File: config.mk
export PLATFORM = sky130hd
export DESIGN_NAME = cordic_rotation_scheduler
export DESIGN_NICKNAME = d
export VERILOG_FILES = /design/src/rtl/cordic_rotation_scheduler.sv
export SDC_FILE = /design/constraint.sdc
export NUM_CORES = 1
export LEC_CHECK = 0
export BUFFER_PORTS_ARGS = -buffer_cell sky130_fd_sc_hd__buf_2
export CORE_ASPECT_RATIO = 1.2
export CORE_UTILIZATION = 55
export DETAILED_ROUTE_END_ITERATION = 6
export PLACE_DENSITY_LB_ADDON = 0.2
export SYNTH_ARGS = -nofsm -noshare
export SYNTH_HDL_FRONTEND = slang
export SYNTH_SLANG_ARGS = --single-unit
File: constraint.sdc
create_clock -name clock -period 10.1 [get_ports clock]
set_input_delay 1.01 -clock clock [delete_from_list [all_inputs] [get_ports clock]]
set_output_delay 1.01 -clock clock [all_outputs]
set_load 0.05 [all_outputs]
File: src/rtl/cordic_rotation_scheduler.sv
// -----------------------------------------------------------------------------
// cordic_rotation_scheduler
//
// Purpose:
//   Shares one pipelined CORDIC rotation core between two requesters. At most
//   one operation is issued per cycle, chosen round-robin. The core's mode input
//   is global to all of its stages, so the mode is held constant while anything
//   is in flight; a mode change waits until the pipeline has drained. A tag shift
//   register tracks which requester owns each in-flight slot, and each result is
//   written into that requester's first-word-fall-through result FIFO.
//
// Optional feature:
//   `define CORDIC_SCHED_PERF_EN adds the saturating performance counters
//   perf_drain_cycles (cycles spent in DRAIN) and perf_issued (grants).
//
// Ports:
//   clock, reset            single rising-edge clock, synchronous active-high reset
//   req_valid/req_ready     per-requester request handshake (ready one-hot or zero)
//   req_x/req_y/req_angle   packed operands, requester i at [32i+31:32i]
//   req_mode                packed 2-bit mode, requester i at [2i+1:2i]
//   core_x/y/angle/mode     operands and mode presented to the core
//   core_rx/ry/rangle       core outputs, LATENCY cycles after the input sample
//   res_valid/res_ready     per-requester result handshake (FIFO non-empty / pop)
//   res_x/res_y/res_angle   packed FIFO head values
//   perf_drain_cycles, perf_issued   (only with CORDIC_SCHED_PERF_EN)
// -----------------------------------------------------------------------------
module cordic_rotation_scheduler #(
    parameter int LATENCY    = 29,
    parameter int FIFO_DEPTH = 4
) (
    input  logic        clock,
    input  logic        reset,
    input  logic [1:0]  req_valid,
    output logic [1:0]  req_ready,
    input  logic [63:0] req_x,
    input  logic [63:0] req_y,
    input  logic [63:0] req_angle,
    input  logic [3:0]  req_mode,
    output logic [31:0] core_x,
    output logic [31:0] core_y,
    output logic [31:0] core_angle,
    output logic [1:0]  core_mode,
    input  logic [31:0] core_rx,
    input  logic [31:0] core_ry,
    input  logic [31:0] core_rangle,
    output logic [1:0]  res_valid,
    input  logic [1:0]  res_ready,
    output logic [63:0] res_x,
    output logic [63:0] res_y,
    output logic [63:0] res_angle
`ifdef CORDIC_SCHED_PERF_EN
    ,
    output logic [31:0] perf_drain_cycles,
    output logic [31:0] perf_issued
`endif
);

    localparam int         PTR_W     = $clog2(FIFO_DEPTH);
    localparam int         CNT_W     = PTR_W + 1;
    localparam int         SUM_W     = CNT_W + 1;
    localparam int         ENTRY_W   = 96;
    localparam logic [1:0] MODE_CIRC = 2'b10;

    typedef enum logic [1:0] {
        ST_IDLE,
        ST_RUN,
        ST_DRAIN
    } state_t;

    state_t               state_q, state_d;
    logic                 fav_q, fav_d;
    logic [1:0]           cur_mode_q, cur_mode_d;
    logic [LATENCY-1:0]   tag_vld_q, tag_vld_d;
    logic [LATENCY-1:0]   tag_id_q, tag_id_d;
    logic [CNT_W-1:0]     inflight_q [2];
    logic [CNT_W-1:0]     inflight_d [2];
    logic [CNT_W-1:0]     fifo_count_q [2];
    logic [CNT_W-1:0]     fifo_count_d [2];
    logic [PTR_W-1:0]     wr_ptr_q [2];
    logic [PTR_W-1:0]     wr_ptr_d [2];
    logic [PTR_W-1:0]     rd_ptr_q [2];
    logic [PTR_W-1:0]     rd_ptr_d [2];
    logic [ENTRY_W-1:0]   fifo_mem_q [2][FIFO_DEPTH];
    logic [ENTRY_W-1:0]   fifo_mem_d [2][FIFO_DEPTH];

    logic                 pipe_empty;
    logic [1:0]           credit_ok;
    logic [1:0]           eligible;
    logic                 other;
    logic [1:0]           fav_mode;
    logic                 drain_req;
    logic                 grant_vld;
    logic                 grant_idx;
    logic [1:0]           grant_mode;
    logic signed [31:0]   sel_x;
    logic signed [31:0]   sel_y;
    logic signed [31:0]   sel_angle;
    logic                 wb_vld;
    logic                 wb_id;
    logic [1:0]           issue;
    logic [1:0]           push;
    logic [1:0]           pop;

    // Eligibility uses registered counts only: a pop in this cycle frees its
    // credit from the next cycle on.
    always_comb begin
        pipe_empty = ~|tag_vld_q;
        credit_ok  = 2'b00;
        eligible   = 2'b00;
        for (int i = 0; i < 2; i++) begin
            credit_ok[i] = ({1'b0, inflight_q[i]} + {1'b0, fifo_count_q[i]}) < SUM_W'(FIFO_DEPTH);
            eligible[i]  = req_valid[i] && credit_ok[i] &&
                           (pipe_empty || (req_mode[2*i +: 2] == cur_mode_q));
        end
    end

    // Arbitration and state machine.
    always_comb begin
        state_d   = state_q;
        grant_vld = 1'b0;
        other     = ~fav_q;
        grant_idx = fav_q;
        fav_mode  = req_mode[{fav_q, 1'b0} +: 2];
        drain_req = req_valid[fav_q] && credit_ok[fav_q] && (fav_mode != cur_mode_q);

        case (state_q)
            ST_DRAIN: begin
                // Only the favoured requester may issue after a drain, which
                // keeps a same-mode stream from starving a mode change.
                if (!req_valid[fav_q]) begin
                    state_d = pipe_empty ? ST_IDLE : ST_RUN;
                end else if (pipe_empty && eligible[fav_q]) begin
                    grant_vld = 1'b1;
                    state_d   = ST_RUN;
                end
            end
            default: begin
                if ((state_q == ST_RUN) && drain_req && !pipe_empty) begin
                    state_d = ST_DRAIN;
                end else begin
                    if (eligible[fav_q]) begin
                        grant_vld = 1'b1;
                    end else if (eligible[other]) begin
                        grant_vld = 1'b1;
                        grant_idx = other;
                    end
                    if (grant_vld) begin
                        state_d = ST_RUN;
                    end else if (pipe_empty) begin
                        state_d = ST_IDLE;
                    end
                end
            end
        endcase

        if (reset) begin
            grant_vld = 1'b0;
        end

        fav_d      = grant_vld ? ~grant_idx : fav_q;
        grant_mode = req_mode[{grant_idx, 1'b0} +: 2];
        cur_mode_d = grant_vld ? grant_mode : cur_mode_q;
    end

    // Issue path to the core.
    always_comb begin
        sel_x     = req_x[{grant_idx, 5'd0} +: 32];
        sel_y     = req_y[{grant_idx, 5'd0} +: 32];
        sel_angle = req_angle[{grant_idx, 5'd0} +: 32];

        req_ready = 2'b00;
        if (grant_vld) begin
            req_ready[grant_idx] = 1'b1;
        end

        core_x     = grant_vld ? sel_x : '0;
        core_y     = grant_vld ? sel_y : '0;
        core_angle = grant_vld ? sel_angle : '0;
        // Issuing from a non-empty pipe implies the same mode, so the requested
        // mode can be forwarded whenever a grant is made.
        if (reset) begin
            core_mode = MODE_CIRC;
        end else begin
            core_mode = grant_vld ? grant_mode : cur_mode_q;
        end
    end

    // Result FIFO heads.
    always_comb begin
        res_valid = 2'b00;
        res_x     = '0;
        res_y     = '0;
        res_angle = '0;
        for (int i = 0; i < 2; i++) begin
            res_valid[i]        = !reset && (fifo_count_q[i] != '0);
            res_x[32*i +: 32]     = fifo_mem_q[i][rd_ptr_q[i]][31:0];
            res_y[32*i +: 32]     = fifo_mem_q[i][rd_ptr_q[i]][63:32];
            res_angle[32*i +: 32] = fifo_mem_q[i][rd_ptr_q[i]][95:64];
        end
    end

    // Tag pipeline, counters and FIFO bookkeeping. The last tag stage lines up
    // with the core outputs of the same cycle.
    always_comb begin
        wb_vld     = tag_vld_q[LATENCY-1];
        wb_id      = tag_id_q[LATENCY-1];
        tag_vld_d  = {tag_vld_q[LATENCY-2:0], grant_vld};
        tag_id_d   = {tag_id_q[LATENCY-2:0], grant_idx};
        fifo_mem_d = fifo_mem_q;
        issue      = 2'b00;
        push       = 2'b00;
        pop        = 2'b00;
        for (int i = 0; i < 2; i++) begin
            issue[i]        = grant_vld && (grant_idx == 1'(i));
            push[i]         = wb_vld && (wb_id == 1'(i));
            pop[i]          = res_valid[i] && res_ready[i];
            inflight_d[i]   = inflight_q[i] + CNT_W'(issue[i]) - CNT_W'(push[i]);
            fifo_count_d[i] = fifo_count_q[i] + CNT_W'(push[i]) - CNT_W'(pop[i]);
            wr_ptr_d[i]     = wr_ptr_q[i] + PTR_W'(push[i]);
            rd_ptr_d[i]     = rd_ptr_q[i] + PTR_W'(pop[i]);
            if (push[i]) begin
                fifo_mem_d[i][wr_ptr_q[i]] = {core_rangle, core_ry, core_rx};
            end
        end
    end

    always_ff @(posedge clock) begin
        if (reset) begin
            state_q    <= ST_IDLE;
            fav_q      <= 1'b0;
            cur_mode_q <= MODE_CIRC;
            tag_vld_q  <= '0;
            tag_id_q   <= '0;
            for (int i = 0; i < 2; i++) begin
                inflight_q[i]   <= '0;
                fifo_count_q[i] <= '0;
                wr_ptr_q[i]     <= '0;
                rd_ptr_q[i]     <= '0;
            end
        end else begin
            state_q    <= state_d;
            fav_q      <= fav_d;
            cur_mode_q <= cur_mode_d;
            tag_vld_q  <= tag_vld_d;
            tag_id_q   <= tag_id_d;
            for (int i = 0; i < 2; i++) begin
                inflight_q[i]   <= inflight_d[i];
                fifo_count_q[i] <= fifo_count_d[i];
                wr_ptr_q[i]     <= wr_ptr_d[i];
                rd_ptr_q[i]     <= rd_ptr_d[i];
            end
        end
    end

    // FIFO storage carries data only; pointers and counts define validity.
    always_ff @(posedge clock) begin
        fifo_mem_q <= fifo_mem_d;
    end

`ifdef CORDIC_SCHED_PERF_EN
    logic [31:0] perf_drain_q, perf_drain_d;
    logic [31:0] perf_issued_q, perf_issued_d;

    function automatic logic [31:0] sat_inc(input logic [31:0] v);
        return (v == '1) ? v : v + 32'd1;
    endfunction

    always_comb begin
        perf_drain_d  = (state_q == ST_DRAIN) ? sat_inc(perf_drain_q) : perf_drain_q;
        perf_issued_d = grant_vld ? sat_inc(perf_issued_q) : perf_issued_q;
    end

    always_ff @(posedge clock) begin
        if (reset) begin
            perf_drain_q  <= '0;
            perf_issued_q <= '0;
        end else begin
            perf_drain_q  <= perf_drain_d;
            perf_issued_q <= perf_issued_d;
        end
    end

    assign perf_drain_cycles = perf_drain_q;
    assign perf_issued       = perf_issued_q;
`endif

endmodule

==> Word-level counts from Yosys, hierarchy flattened <==
Memories as Yosys holds them, arrays and structs flattened.
Index checks and enable logic that the tools add are counted.
{ "totals": {"regBits": 831, "mem_bits_rw": 20, "inputBits": 298, "output_inout_bits": 294, "elab_cells": 157, "n_memories": 4} }
{ "classes": {"add_sub_neg": 14, "magnitude_cmp": 12, "eq_ne": 7, "shifts": 5, "mux": 59, "bitwise_logic": 15, "reduce_logical": 28} }
{ "mem_list": {"columns": ["memory", "depth", "width", "read_ports", "rd_ports_with_merged_regs", "write_ports", "line", "rtl"], "rows": [
  ["fifo_count_q", 2, 3, 2, 0, 2, "77", "logic [CNT_W-1:0] fifo_count_q [2];"],
  ["inflight_q", 2, 3, 2, 0, 2, "75", "logic [CNT_W-1:0] inflight_q [2];"],
  ["rd_ptr_q", 2, 2, 2, 0, 2, "81", "logic [PTR_W-1:0] rd_ptr_q [2];"],
  ["wr_ptr_q", 2, 2, 2, 0, 2, "79", "logic [PTR_W-1:0] wr_ptr_q [2];"]
]} }
{ "op_table": {"columns": ["op", "count"], "rows": [
  ["bitwise mux 384 bit", 2],
  ["2-to-1 mux 96 bit", 6],
  ["binary-select mux 96 bit (select 2 bit)", 2],
  ["demux 96 bit (select 2 bit)", 2],
  ["indexed part select 64 x 7 -> 32 bit", 3],
  ["2-to-1 mux 32 bit", 3],
  ["OR reduction 29 bit", 1],
  ["2-to-1 mux 1 bit", 26],
  ["2-to-1 mux 2 bit", 13],
  ["logical AND 1 bit", 20],
  ["adder 3 x 1 -> 3 bit", 4],
  [">= comparator 3 bit (second input constant)", 4],
  ["2-to-1 mux 3 bit", 4],
  ["NOT 2 -> 3 bit", 4],
  ["subtractor 3 x 1 -> 3 bit", 4],
  ["adder 2 x 1 -> 2 bit", 4],
  ["adder 3 x 3 -> 4 bit", 2],
  ["< comparator 4 x 3 -> 1 bit (second input constant)", 2],
  ["bitwise OR 1 bit", 8],
  ["indexed part select 4 x 3 -> 2 bit", 2],
  ["< comparator 1 x 2 -> 1 bit (second input constant)", 3],
  ["< comparator 3 x 1 -> 1 bit (second input constant)", 2],
  ["nonzero test 3 bit", 2],
  ["equality test 2 bit", 2],
  ["11 further kinds", 15]
]} }

==> Logic depth before layout (Yosys ltp) <==
{ "logic_depth": {"ltp_word": 17, "mapped_depth": 13, "ltp_nobuf": 12} }

==> Least setup slack after synthesis <==
Ideal clock, no wire load.
{ "synth_path": {"path_type": "register to register", "startpoint": "register tag_vld_q[28]", "endpoint": "register fifo_mem_q[672] (netlist name), enable pin", "setup_ns": 0.687, "t_arrival_ns": 7.641, "required_ns": 9.413, "path_slack_ns": 1.772, "path_stages_with_launch": 3, "path_buffers": 0, "synth_period_minus_slack_ns": 8.328, "path_cell_list": "dfxtp_1 nor2b_1 nor3b_1"} }
{ "synth_between": {"elab_chain_len": 1} }
{ "synth_lines": {"columns": ["element", "line", "rtl"], "rows": [
  ["from (decl)", "73", "logic [LATENCY-1:0] tag_vld_q, tag_vld_d;"],
  ["from (signal assigned)", "244", "tag_vld_q <= tag_vld_d;"],
  ["logical AND 1 bit", "215", "push[i] = wb_vld && (wb_id == 1'(i));"],
  ["to (signal assigned)", "257", "fifo_mem_q <= fifo_mem_d;"],
  ["to (decl)", "83", "logic [ENTRY_W-1:0] fifo_mem_q [2][FIFO_DEPTH];"]
]} }
Every way passes these cells.
A chain may end at the register's enable or synchronous reset.

==> metrics <==
Setup Crit Path Kind=reg -> out; Die Y=265 um; CTS Buffer Depth=3; most used flip-flop cell after synthesis=edfxtp_1; filler cell count in the final layout=3800; layout cells sized above 1=0.442; post-synth cell types=49; Worst-Skew Late Latency=about 0.62 ns; Least-Margin Pin Slew=1.23 ns; critical path arrival=about 4.3 ns; grt ovf=0; Final Hold Vio Count=0; Die X-Extent=between 200 and 250 um; Worst Hold Class=reg -> reg; Yosys top cell area share=0.725; RSZ-0062 raised after global routing=no; largest net degree at the start of global routing=100; Fmax=187 MHz; vias per std cell=between 6 and 7; DRT antenna net count=0; global-route wire length before repair=around 130000 um; setup TNS=0 ns; Initial Utilization=0.557; Worst EP required=9.09 ns; Worst slew margin=0.176; Root Driver=clkbuf_16; WL final=approximately 90000 um; Post-synth EDFFs=about 770; Hold-fix buffers, CTS=0; max_cap viols=0; VDD IR-drop max=0.368 mV; crit path launch type=flip-flop; Leak=roughly 13 nW; clock sinks=roughly 850; IO buf count=591; final net count=2378; period utilization=0.529; Power Density=236 mW/mm^2; CP peak stage delay=roughly 0.8 ns; synthesized instance count=1442; Post-CTS Setup Inserts=0; post-DR wirelength/cell=31.3 um; die area=0.0588 mm^2; fin crit period=~5.3 ns; slowest stage cell on the critical path=buf_4; Synth Register Bits=851; Layout area overhead=19.9%; GR Util All Layers=0.308; vias in the first global route=17400; register area share after synthesis=0.777; CTS tree=built; Placer Congestion=1.13; Critical Path Sink Type=output port; CP cell instances=ha_1, nor3_1, nand3_1, nor4_1, o41ai_1, nor3_4, buf_4, a22o_1, buf_2; Setup Viol. Count Final=0; DRT Pass-1 Iters=5; core box area=0.0572 mm^2; status=complete, no violations; total power=9.00 mW; clk slew on worst S/H paths=0.06 ns; yosys warns=0; Post-CTS Resized=0; dominant cell type by area after synthesis=edfxtp_1; ys async rst share=0; syn nets=about 1800; Setup Skew=roughly 0.026 ns; Min Hold Slack=~0.43 ns; Remaining DRCs=0; HPWL after detailed placement=60300 um; main area contributors after synthesis=edfxtp_1 (72%), mux4_2 (14%), dfxtp_1 (5.2%), a22o_1 (2.5%), nor2b_1 (1.3%); total CTS buffers=80; initial antenna violation count=39; Clock H-tree levels=3; DR vias=17600; Crit Path Max Fanout=99; Mapped Area=0.0318 mm^2; syn avg cell area=22.1 um^2; Slew Limit Fails=0; Site Rows=96; DRT iter0 DRCs=1770; # IOs=just under 600
-- sequential cells by signal, indices dropped and copies added, names as in the netlist --
register      cells
fav_q             1
tag_id_q         29
rd_ptr_q          4
inflight_q        6
fifo_mem_q      768
tag_vld_q        29
wr_ptr_q          4
fifo_count_q      6
state_q           2
cur_mode_q        2
-- where the power goes --
part | total [mW] | internal [mW] | switching (mW) | leakage, nW
clock | 2.88 | 1.63 | 1.25 | 1.23
sequential | 3.91 | 3.86 | 0.0481 | 7.57
combinational | 2.20 | 0.596 | 1.61 | 4.57
total | 9.00 | 6.09 | 2.91 | 13.4
-- kinds of logic (layout without fill, tap and decap cells) --
| family | count (synthesis) | after routing | synth area share |
|---|---|---|---|
| xor gates and xnor gates | 16 | 16 | 0.00440 |
| DFF | 851 | 851 | 0.777 |
| buffers and inverters | 92 | 772 | 0.0135 |
| other | 0 | 28 | 0 |
| adders and majority gates | 20 | 20 | 0.00881 |
| and+or+nand+nor | 146 | 146 | 0.0261 |
| muxes | 196 | 196 | 0.137 |
| AOI/OAI and AO/OA | 121 | 121 | 0.0330 |
-- final cells by class --
class / count / area [um^2] / area share
clock inverter: 46 / 374 / 0.00981
antenna: 28 / 70.1 / 0.00184
tap: 735 / 920 / 0.0241
timing repair buffer: 613 / 3120 / 0.0819
inverter: 15 / 56.3 / 0.00148
clock buffer: 98 / 2130 / 0.0559
sequential: 851 / 24700 / 0.649
multi-input combinational: 499 / 6730 / 0.176
-- synth_stat cells (all sizes together), types with 2 or more instances --
library cell,n
edfxtp,768
mux4,192
a22o,90
dfxtp,83
nor2b,67
buf,41
clkbuf,36
nor2,24
ha,16
inv,15
nand2,11
nor3,11
xnor2,11
nor4,9
a32o,6
nand3,6
xor2,5
and2,4
and3,4
fa,4
nor3b,4
o21ai,4
a211oi,3
mux2i,3
o41ai,3
a21o,2
a311oi,2
and3b,2
nand4,2
or2,2
-- through the flow --
| stage | util | instance area [um^2] | instances | worst slack (ns) |
|---|---|---|---|---|
| after CTS | 0.666 | 38100 | 2857 | 4.77 |
| after detailed placement | 0.622 | 35600 | 2713 | 4.99 |
| after global placement | 0.622 | 35600 | 2713 | 5.05 |
| after global routing | 0.667 | 38100 | 2873 | 4.38 |
| final | 0.667 | 38100 | 2885 | 4.76 |
| after floorplan | - | 31800 | 1442 | 1.77 |
-- placed cells by master, fill, tap and decap left out, types with 9 or more instances in the layout --
| cell type | netlist | final |
|---|---|---|
| edfxtp_1 | 768 | 768 |
| nor3_1 | 9 | 9 |
| buf_4 | 2 | 22 |
| nor4_1 | 9 | 9 |
| ha_1 | 16 | 16 |
| clkinv_1 | 0 | 15 |
| nor2b_1 | 67 | 67 |
| clkbuf_1 | 36 | 14 |
| nor2_1 | 24 | 21 |
| dfxtp_1 | 83 | 79 |
| inv_1 | 15 | 15 |
| diode_2 | 0 | 28 |
| nand2_1 | 11 | 11 |
| xnor2_1 | 11 | 11 |
| buf_2 | 7 | 591 |
| a22o_1 | 90 | 90 |
| mux4_2 | 192 | 192 |
| clkinv_2 | 0 | 18 |
| clkbuf_16 | 0 | 82 |
-- worst paths after layout --
path / startpoint / slack (ns) / to / depth (start not counted)
max reg2reg: fifo_count_q[0][5] / 5.96 / inflight_q[0][5] / 13
max: fifo_count_q[0][5] / 4.76 / core_angle[9] / 9
min: tag_id_q[0] / 0.43 / tag_id_q[1] / 1
min reg2reg: tag_id_q[0] / 0.43 / tag_id_q[1] / 1
-- critical path, delay by kind of cell, from the launching register on --
kind	cells	cell delay [ns]
AND/OR/NAND/NOR	4	1.31
buffers and inverters	2	1.10
AO/OA/AOI/OAI	2	0.64
flip-flops	1	0.37
adder cells (fa/ha/maj)	1	0.24
-- per-layer routing --
layer / up-vias / GRT usage / part of all wire
met5: - / 0 / 0.0012
met4: 18 / 0.183 / 0.059
met3: 215 / 0.0726 / 0.088
met2: 1038 / 0.495 / 0.49
met1: 9040 / 0.385 / 0.36
li1: 7282 / - / -
Power figures use the tool's default switching activity.
